===== src/rtl/sdr_cpu_audio_arbiter_if.sv =====
// Signal bundle between the CPU ROM cache, the sound fetcher, the arbiter and the SDRAM controller.
// Latency: none (wires only).
// Backpressure: requesters hold req/addr until their rdy pulse; the arbiter holds sdr_req until sdr_rdy.
//
// Ports (modports):
//   master - arbiter view: samples cpu_*/aud_* requests and sdr_rdy/sdr_dout,
//            drives per-requester rdy/dout, sdr_req/sdr_addr, busy and owner.
//   slave  - environment view (requesters plus SDRAM controller), mirror image of master.
interface sdr_cpu_audio_arbiter_if #(
  parameter int ADDR_W = 25,
  parameter int DATA_W = 64
);
  logic [ADDR_W-1:0] cpu_addr;
  logic              cpu_req;
  logic              cpu_rdy;
  logic [DATA_W-1:0] cpu_dout;
  logic [ADDR_W-1:0] aud_addr;
  logic              aud_req;
  logic              aud_rdy;
  logic [DATA_W-1:0] aud_dout;
  logic [ADDR_W-1:0] sdr_addr;
  logic              sdr_req;
  logic              sdr_rdy;
  logic [DATA_W-1:0] sdr_dout;
  logic              busy;
  logic [1:0]        owner;

  modport master (
    input  cpu_addr, cpu_req, aud_addr, aud_req, sdr_rdy, sdr_dout,
    output cpu_rdy, cpu_dout, aud_rdy, aud_dout, sdr_addr, sdr_req, busy, owner
  );

  modport slave (
    output cpu_addr, cpu_req, aud_addr, aud_req, sdr_rdy, sdr_dout,
    input  cpu_rdy, cpu_dout, aud_rdy, aud_dout, sdr_addr, sdr_req, busy, owner
  );
endinterface


===== src/rtl/sdr_cpu_audio_arbiter.sv =====
// Shares one SDRAM read channel between the CPU ROM cache and the audio fetcher, one transaction at a time.
// Latency: sdr_req one cycle after req is sampled in IDLE; rdy/dout one cycle after sdr_rdy; one RELEASE cycle after.
// Backpressure: sdr_req is a level held until sdr_rdy; requesters wait for their own rdy pulse.
//
// Ports:
//   clk_sys - system clock, all state on the rising edge
//   reset   - asynchronous, active-high; clears every register
//   bus     - master modport: cpu_*/aud_* requester pairs, sdr_* controller side, busy, owner
module sdr_cpu_audio_arbiter #(
  parameter int ADDR_W    = 25,
  parameter int DATA_W    = 64,
  parameter int CPU_BURST = 4
) (
  input logic                     clk_sys,
  input logic                     reset,
  sdr_cpu_audio_arbiter_if.master bus
);
  // With CPU_BURST=0 the streak never leaves zero, so one bit is enough.
  localparam int STREAK_W = (CPU_BURST > 0) ? $clog2(CPU_BURST + 1) : 1;
  localparam logic [STREAK_W-1:0] STREAK_MAX = STREAK_W'(CPU_BURST);

  localparam logic [1:0] OWN_NONE = 2'b00;
  localparam logic [1:0] OWN_CPU  = 2'b01;
  localparam logic [1:0] OWN_AUD  = 2'b10;

  typedef enum logic [1:0] {ST_IDLE, ST_WAIT, ST_RELEASE} state_t;

  state_t              state_q, state_nxt;
  logic [ADDR_W-1:0]   sdr_addr_q, sdr_addr_nxt;
  logic                sdr_req_q, sdr_req_nxt;
  logic [1:0]          owner_q, owner_nxt;
  logic                cpu_rdy_q, cpu_rdy_nxt;
  logic                aud_rdy_q, aud_rdy_nxt;
  logic [DATA_W-1:0]   cpu_dout_q, cpu_dout_nxt;
  logic [DATA_W-1:0]   aud_dout_q, aud_dout_nxt;
  logic [STREAK_W-1:0] streak_q, streak_nxt;
  logic                busy_q;
  logic                aud_wins;

  always_comb begin
    state_nxt    = state_q;
    sdr_addr_nxt = sdr_addr_q;
    sdr_req_nxt  = sdr_req_q;
    owner_nxt    = owner_q;
    cpu_rdy_nxt  = 1'b0;
    aud_rdy_nxt  = 1'b0;
    cpu_dout_nxt = cpu_dout_q;
    aud_dout_nxt = aud_dout_q;
    streak_nxt   = streak_q;

    // Audio takes the grant when the CPU is silent or has used up its burst allowance.
    aud_wins = bus.aud_req && (!bus.cpu_req || (streak_q == STREAK_MAX));

    case (state_q)
      ST_IDLE: begin
        if (bus.cpu_req || bus.aud_req) begin
          state_nxt   = ST_WAIT;
          sdr_req_nxt = 1'b1;
          if (aud_wins) begin
            owner_nxt    = OWN_AUD;
            sdr_addr_nxt = bus.aud_addr;
            streak_nxt   = '0;
          end else begin
            owner_nxt    = OWN_CPU;
            sdr_addr_nxt = bus.cpu_addr;
            // Only CPU grants that keep audio waiting count toward the starvation limit.
            if (!bus.aud_req) begin
              streak_nxt = '0;
            end else if (streak_q != STREAK_MAX) begin
              streak_nxt = streak_q + STREAK_W'(1);
            end
          end
        end
      end
      ST_WAIT: begin
        if (bus.sdr_rdy) begin
          // Only the owner's data register is touched, the other keeps its last value.
          if (owner_q == OWN_CPU) begin
            cpu_dout_nxt = bus.sdr_dout;
            cpu_rdy_nxt  = 1'b1;
          end else begin
            aud_dout_nxt = bus.sdr_dout;
            aud_rdy_nxt  = 1'b1;
          end
          sdr_req_nxt = 1'b0;
          state_nxt   = ST_RELEASE;
        end
      end
      ST_RELEASE: begin
        // Dead cycle gives the served requester time to drop req before IDLE resamples it.
        owner_nxt = OWN_NONE;
        state_nxt = ST_IDLE;
      end
      default: begin
        state_nxt = ST_IDLE;
      end
    endcase
  end

  always_ff @(posedge clk_sys or posedge reset) begin
    if (reset) begin
      state_q    <= ST_IDLE;
      sdr_addr_q <= '0;
      sdr_req_q  <= 1'b0;
      owner_q    <= OWN_NONE;
      cpu_rdy_q  <= 1'b0;
      aud_rdy_q  <= 1'b0;
      cpu_dout_q <= '0;
      aud_dout_q <= '0;
      streak_q   <= '0;
      busy_q     <= 1'b0;
    end else begin
      state_q    <= state_nxt;
      sdr_addr_q <= sdr_addr_nxt;
      sdr_req_q  <= sdr_req_nxt;
      owner_q    <= owner_nxt;
      cpu_rdy_q  <= cpu_rdy_nxt;
      aud_rdy_q  <= aud_rdy_nxt;
      cpu_dout_q <= cpu_dout_nxt;
      aud_dout_q <= aud_dout_nxt;
      streak_q   <= streak_nxt;
      busy_q     <= (state_nxt != ST_IDLE);
    end
  end

  assign bus.sdr_addr = sdr_addr_q;
  assign bus.sdr_req  = sdr_req_q;
  assign bus.owner    = owner_q;
  assign bus.cpu_rdy  = cpu_rdy_q;
  assign bus.aud_rdy  = aud_rdy_q;
  assign bus.cpu_dout = cpu_dout_q;
  assign bus.aud_dout = aud_dout_q;
  assign bus.busy     = busy_q;
endmodule

===== src/flat_wrapper.sv =====
// flat-port wrapper written by rule: the top's interface ports become plain ports
module sdr_cpu_audio_arbiter_flat 
#(
  parameter int ADDR_W    = 25,
  parameter int DATA_W    = 64,
  parameter int CPU_BURST = 4
)
  (clk_sys, reset, bus_cpu_addr, bus_cpu_req, bus_aud_addr, bus_aud_req, bus_sdr_rdy, bus_sdr_dout, bus_cpu_rdy, bus_cpu_dout, bus_aud_rdy, bus_aud_dout, bus_sdr_addr, bus_sdr_req, bus_busy, bus_owner);
  sdr_cpu_audio_arbiter_if #(.ADDR_W(ADDR_W), .DATA_W(DATA_W)) bus_i ();
  input logic clk_sys;
  input logic reset;
  input wire logic [$bits(bus_i.cpu_addr)-1:0] bus_cpu_addr;
  input wire logic [$bits(bus_i.cpu_req)-1:0] bus_cpu_req;
  input wire logic [$bits(bus_i.aud_addr)-1:0] bus_aud_addr;
  input wire logic [$bits(bus_i.aud_req)-1:0] bus_aud_req;
  input wire logic [$bits(bus_i.sdr_rdy)-1:0] bus_sdr_rdy;
  input wire logic [$bits(bus_i.sdr_dout)-1:0] bus_sdr_dout;
  output wire logic [$bits(bus_i.cpu_rdy)-1:0] bus_cpu_rdy;
  output wire logic [$bits(bus_i.cpu_dout)-1:0] bus_cpu_dout;
  output wire logic [$bits(bus_i.aud_rdy)-1:0] bus_aud_rdy;
  output wire logic [$bits(bus_i.aud_dout)-1:0] bus_aud_dout;
  output wire logic [$bits(bus_i.sdr_addr)-1:0] bus_sdr_addr;
  output wire logic [$bits(bus_i.sdr_req)-1:0] bus_sdr_req;
  output wire logic [$bits(bus_i.busy)-1:0] bus_busy;
  output wire logic [$bits(bus_i.owner)-1:0] bus_owner;
  assign bus_i.cpu_addr = bus_cpu_addr;
  assign bus_i.cpu_req = bus_cpu_req;
  assign bus_i.aud_addr = bus_aud_addr;
  assign bus_i.aud_req = bus_aud_req;
  assign bus_i.sdr_rdy = bus_sdr_rdy;
  assign bus_i.sdr_dout = bus_sdr_dout;
  assign bus_cpu_rdy = bus_i.cpu_rdy;
  assign bus_cpu_dout = bus_i.cpu_dout;
  assign bus_aud_rdy = bus_i.aud_rdy;
  assign bus_aud_dout = bus_i.aud_dout;
  assign bus_sdr_addr = bus_i.sdr_addr;
  assign bus_sdr_req = bus_i.sdr_req;
  assign bus_busy = bus_i.busy;
  assign bus_owner = bus_i.owner;
  sdr_cpu_audio_arbiter #(.ADDR_W(ADDR_W), .DATA_W(DATA_W), .CPU_BURST(CPU_BURST)) u_core (.clk_sys(clk_sys), .reset(reset), .bus(bus_i));
endmodule

===== config.mk =====
export PLATFORM = sky130hd
export DESIGN_NAME = sdr_cpu_audio_arbiter_flat
export DESIGN_NICKNAME = d
export VERILOG_FILES = /design/src/rtl/sdr_cpu_audio_arbiter_if.sv /design/src/rtl/sdr_cpu_audio_arbiter.sv /design/src/flat_wrapper.sv
export SDC_FILE = /design/constraint.sdc
export NUM_CORES = 1
export LEC_CHECK = 0
export ABC_AREA = 0
export CAP_MARGIN = 10
export CORE_MARGIN = 5
export CORE_UTILIZATION = 30
export CTS_CLUSTER_SIZE = 12
export DETAILED_ROUTE_END_ITERATION = 10
export HOLD_SLACK_MARGIN = 0.06
export PLACE_DENSITY = 0.59
export SYNTH_ARGS = -nofsm -noshare
export SYNTH_HDL_FRONTEND = slang
export SYNTH_SLANG_ARGS = --single-unit

===== constraint.sdc =====
create_clock -name clk_sys -period 7.9 [get_ports clk_sys]
set_input_delay 1.58 -clock clk_sys [delete_from_list [all_inputs] [get_ports clk_sys]]
set_output_delay 1.58 -clock clk_sys [all_outputs]
set_load 0.05 [all_outputs]

# --- Word level (Yosys, flattened, before mapping) ---
# Cells that the tools add are included.
totals:
  reg_bits: 164
classes:
  add_sub_neg: 1
  n_eq_ne: 8
  n_mux: 19
  bitwise_logic: 1
  n_reduce_logical: 14
op_table:
  columns: ["op", "n"]
  rows:
  - ["$mux 25", 1]
  - ["$reduce_and 3->1", 4]
  - ["$mux 3", 3]
  - ["$mux 1", 8]
  - ["$mux 2", 4]
  - ["$pmux 2 s2", 2]
  - ["$reduce_bool 2->1", 3]
  - ["$eq 2x1->1 const B", 2]
  - ["$reduce_and 2->1", 2]
  - ["$add 3x1->3 const B", 1]
  - ["$eq 3x3->1 const B", 1]
  - ["$ne 3x1->1 const B", 1]
  - ["$ne 3x3->1 const B", 1]
  - ["$eq 2x2->1 const B", 1]
  - ["$logic_not 2->1", 1]
  - ["$logic_or 1x1->1", 2]
  - ["$ne 2x1->1 const B", 1]
  - ["$ne 2x2->1 const B", 1]
  - ["$pmux 1 s2", 1]
  - ["$logic_and 1x1->1", 1]
  - ["$logic_not 1->1", 1]
  - ["$not 1->1", 1]

# --- Depth between registers and ports, before layout ---
logic_depth:
  ltp_word: 6
  ltp_mapped: 7

# --- Worst setup path before layout ---
# OpenSTA, ideal clock, no wires.
synth_path:
  path_kind: "input to register"
  start: "input bus_sdr_rdy"
  end: "register u_core.cpu_dout_q[10], in the netlist u_core.bus.cpu_dout[10]"
  arrival_time_ns: 2.555
  path_slack_ns: 5.218
  cell_stages: 5
  cell_sequence: "nand3b_1 > nor3b_2 > buf_4 > buf_6 > mux2_1"
synth_between:
  elab_chain_len: 1
synth_lines:
  columns: ["element", "line_no", "source"]
  rows:
  - ["start: declaration", "flat_wrapper.sv:16", "input wire logic [$bits(bus_i.sdr_rdy)-1:0] bus_sdr_rdy;"]
  - ["$reduce_and 3->1 (no line)", null, null]
  - ["end signal: assignment", "sdr_cpu_audio_arbiter.sv:119", "cpu_dout_q <= cpu_dout_nxt;"]
  - ["end: declaration", "sdr_cpu_audio_arbiter.sv:34", "logic [DATA_W-1:0] cpu_dout_q, cpu_dout_nxt;"]
# Every way passes these cells.
# A chain may end at the register's enable or synchronous reset.

# --- Worst setup path in the final report ---
layout_path:
  start: "input bus_sdr_rdy"
  end: "register u_core.cpu_dout_q[9], in the netlist u_core.bus.cpu_dout[9]"
# The elaborated chain is that of the path after synthesis.

==> impl_metrics.tcl <==
set metrics [dict create \
    reg2regPathDepth 4 \
    route.met3.wl_mm 1.43 \
    clk_path_buf_depth 2 \
    numCtsBuffers 17 \
    synth_top_area_share_pct 64.5 \
    dieArea_mm2 0.0242 \
    grt_pass1_wl_mm 27.3 \
    antenna_found_initial 0 \
    synthDistinctLibCells 27 \
    wl_per_cell_um 18.0 \
    gr-total-overflow 0 \
    layout-drive-gt1-share_pct 17.6 \
    grt_max_degree 92 \
    status "complete, no violations" \
    num-nets-final 794 \
    final.min_clock_period_ps 3880 \
    path_clk_slew_ps 60 \
    dpl_cell_area_mm2 0.00937 \
    fin_cells 961 \
    wl_met2_mm 8.63 \
    yosys.area.top_type "dfrtp_1" \
    crit_chain "clkdlybuf4s50_1 > nand3b_1 > nor3b_4 > buf_4 > mux2_1" \
    crit_family "buffers and inverters" \
    r2r_start "u_core.state_q[1]" \
    io_pins 278 \
    rows 53 \
    drt-met1-wl_mm 6.92 \
    skew_ps 9.97 \
    fin_crit_sh_pct 49.2 \
    holdBufCountCts 0 \
    cts_resized 0 \
    wirelength_mm 17.3 \
    drt-initial-drc-count 152 \
    tns_ps 0 \
    clk_latency_ps 410 \
    fmax_mhz 258 \
    grt_use_total_pct 14.2 \
    core_mm2 0.0210 \
    rsz0062_at_grt "false" \
    slew_headroom_pct 29.4 \
    clock-sinks 164 \
    endpoint "u_core.bus.cpu_dout[9]" \
    synth-seq-area-share_pct 64.5 \
    cts_tree "yes" \
    dp_hpwl_mm 12.7 \
    path_class "in2reg" \
    tightest_slew_ps 1060 \
    cp.depth 5 \
    synthesis.nets 518 \
    min_path_type "reg2reg" \
    vias 4433 \
    die_y_um 156 \
    cp_max_fo 49 \
    cp-end-kind "flip-flop" \
    worstReg2RegEnd "u_core.bus.cpu_dout[9]" \
    cp-start-kind "primary input" \
    slew_violations 0 \
    syn2layout_area_growth_pct 57.6 \
    setup_viol 0 \
    arrival_ps 4170 \
    synth_area_mm2 0.00637 \
    synth_cells 397 \
    r2r_slack_ps 5070 \
    port_buffers 277 \
    critical_path_required_ps 8180 \
    crit_start "bus_sdr_rdy" \
    grt_pass1_vias 4972 \
    antennaDiodeCount 0 \
    crit_buf_inv 2 \
    dp.cells 929 \
    synth.area.top_cells "dfrtp_1 (64%), mux2_2 (14%), mux2_1 (8.7%), a221o_1 (3.9%), a21boi_0 (2.9%)" \
    die_x_um 156 \
    cpMaxStageDelayCell "nor3b_4" \
    max_cap_viol_count 0 \
    initial_utilization_pct 30.4 \
    finalHoldViolations 0 \
    gp_routability_congestion 0.764 \
    cpPeakStageDelay_ps 770 \
    htree_levels 4 \
    post-route-drc-count 0 \
    final_antenna_net_count 0 \
    top_layer "met4" \
    yosys_warnings 0 \
    drtPass1Iterations 4 \
    syn_avg_cell_area_um2 16.0 \
    avgViaCountPerCell 4.61 \
    post_cts.repair.setup_buffers 0 \
    final_area_mm2 0.0100 \
    synth_seq_cells 164 \
    root_buffer "clkbuf_16" \
]
-- synthesized netlist by cell type --
master / n
a2111oi_4: 1
mux2_2: 79
nor2_1: 2
buf_2: 7
mux2_1: 49
nor3b_2: 1
clkbuf_1: 5
a32o_1: 2
nand2_1: 4
a21oi_1: 2
a221o_1: 25
o211a_1: 1
xor2_1: 1
ha_1: 2
nand2b_1: 1
nor2_2: 1
a21o_1: 2
or2_2: 1
o21ai_0: 1
dfrtp_1: 164
buf_6: 5
a21boi_0: 25
nand3b_1: 1
buf_4: 7
inv_1: 6
o21bai_1: 1
a31o_2: 1
-- sequential cells by signal, summed over array words and instances (netlist names) --
signal / cells
u_core.bus.cpu_rdy: 1
u_core.bus.sdr_addr: 25
u_core.state_q: 2
u_core.bus.sdr_req: 1
u_core.bus.aud_rdy: 1
u_core.bus.cpu_dout: 64
u_core.streak_q: 3
u_core.bus.busy: 1
u_core.bus.owner: 2
u_core.bus.aud_dout: 64
-- kinds of logic (layout without fill, tap and decap cells) --
group | after synthesis | after routing | synth area share, %
DFF | 164 | 164 | 64.5
muxes | 128 | 128 | 22.6
AOI/OAI and AO/OA | 61 | 61 | 8.51
and+or+nand+nor | 11 | 11 | 0.963
buffers and inverters | 30 | 319 | 2.91
adders and majority gates | 2 | 2 | 0.393
xor gates and xnor gates | 1 | 1 | 0.138
-- cell type report --
class | count | area [µm²]
Clock inverter | 13 | 219
Fill cell | 1851 | 10900
Timing Repair Buffer | 281 | 2800
Sequential cell | 164 | 4100
Multi-Input combinational cell | 203 | 2100
Clock buffer | 19 | 443
Inverter | 6 | 27.5
Tap cell | 275 | 344
-- worst min path at each step --
| stage | from | end | slack [ps] | cells after the start |
|---|---|---|---|---|
| floorplan | u_core.streak_q[1] | u_core.streak_q[1] | 490 | 1 |
| global placement | u_core.bus.cpu_dout[16] | u_core.bus.cpu_dout[16] | 470 | 1 |
| detailed placement | u_core.bus.cpu_dout[26] | u_core.bus.cpu_dout[26] | 470 | 1 |
| CTS | u_core.bus.cpu_dout[38] | u_core.bus.cpu_dout[38] | 490 | 1 |
| global route | u_core.bus.cpu_dout[37] | u_core.bus.cpu_dout[37] | 500 | 1 |
| finish | u_core.bus.cpu_dout[13] | u_core.bus.cpu_dout[13] | 480 | 1 |
-- metrics by stage --
| step | hold slack [ps] | setup WS (ps) | util (%) |
|---|---|---|---|
| after detailed placement | 474 | 3470 | 44.7 |
| after CTS | 489 | 3920 | 47.9 |
| final | 484 | 4020 | 47.9 |
| after global placement | 466 | 3520 | 44.7 |
| after global routing | 501 | 3820 | 47.9 |
| after floorplan | 491 | 1890 | - |
-- per-layer routing --
metal | track usage, % | vias up
li1 | - | 2006
met1 | 16.4 | 2224
met2 | 24.6 | 179
met3 | 4.94 | 24
met4 | 4.84 | 0
met5 | 0 | -
-- cell usage in the layout, fill, tap and decap left out, types with 3 or more instances in the layout --
| master | n |
|---|---|
| clkbuf_16 | 17 |
| mux2_1 | 49 |
| inv_1 | 5 |
| clkinvlp_4 | 3 |
| buf_4 | 4 |
| inv_6 | 4 |
| dfrtp_1 | 164 |
| mux2_2 | 79 |
| a21boi_0 | 25 |
| bufinv_16 | 5 |
| a221o_1 | 25 |
| clkdlybuf4s50_1 | 277 |
| nand2_1 | 4 |
Power is left out: the tool's default activity adds up to more than one toggle a clock period on the data nets, which glitch-free logic cannot reach.
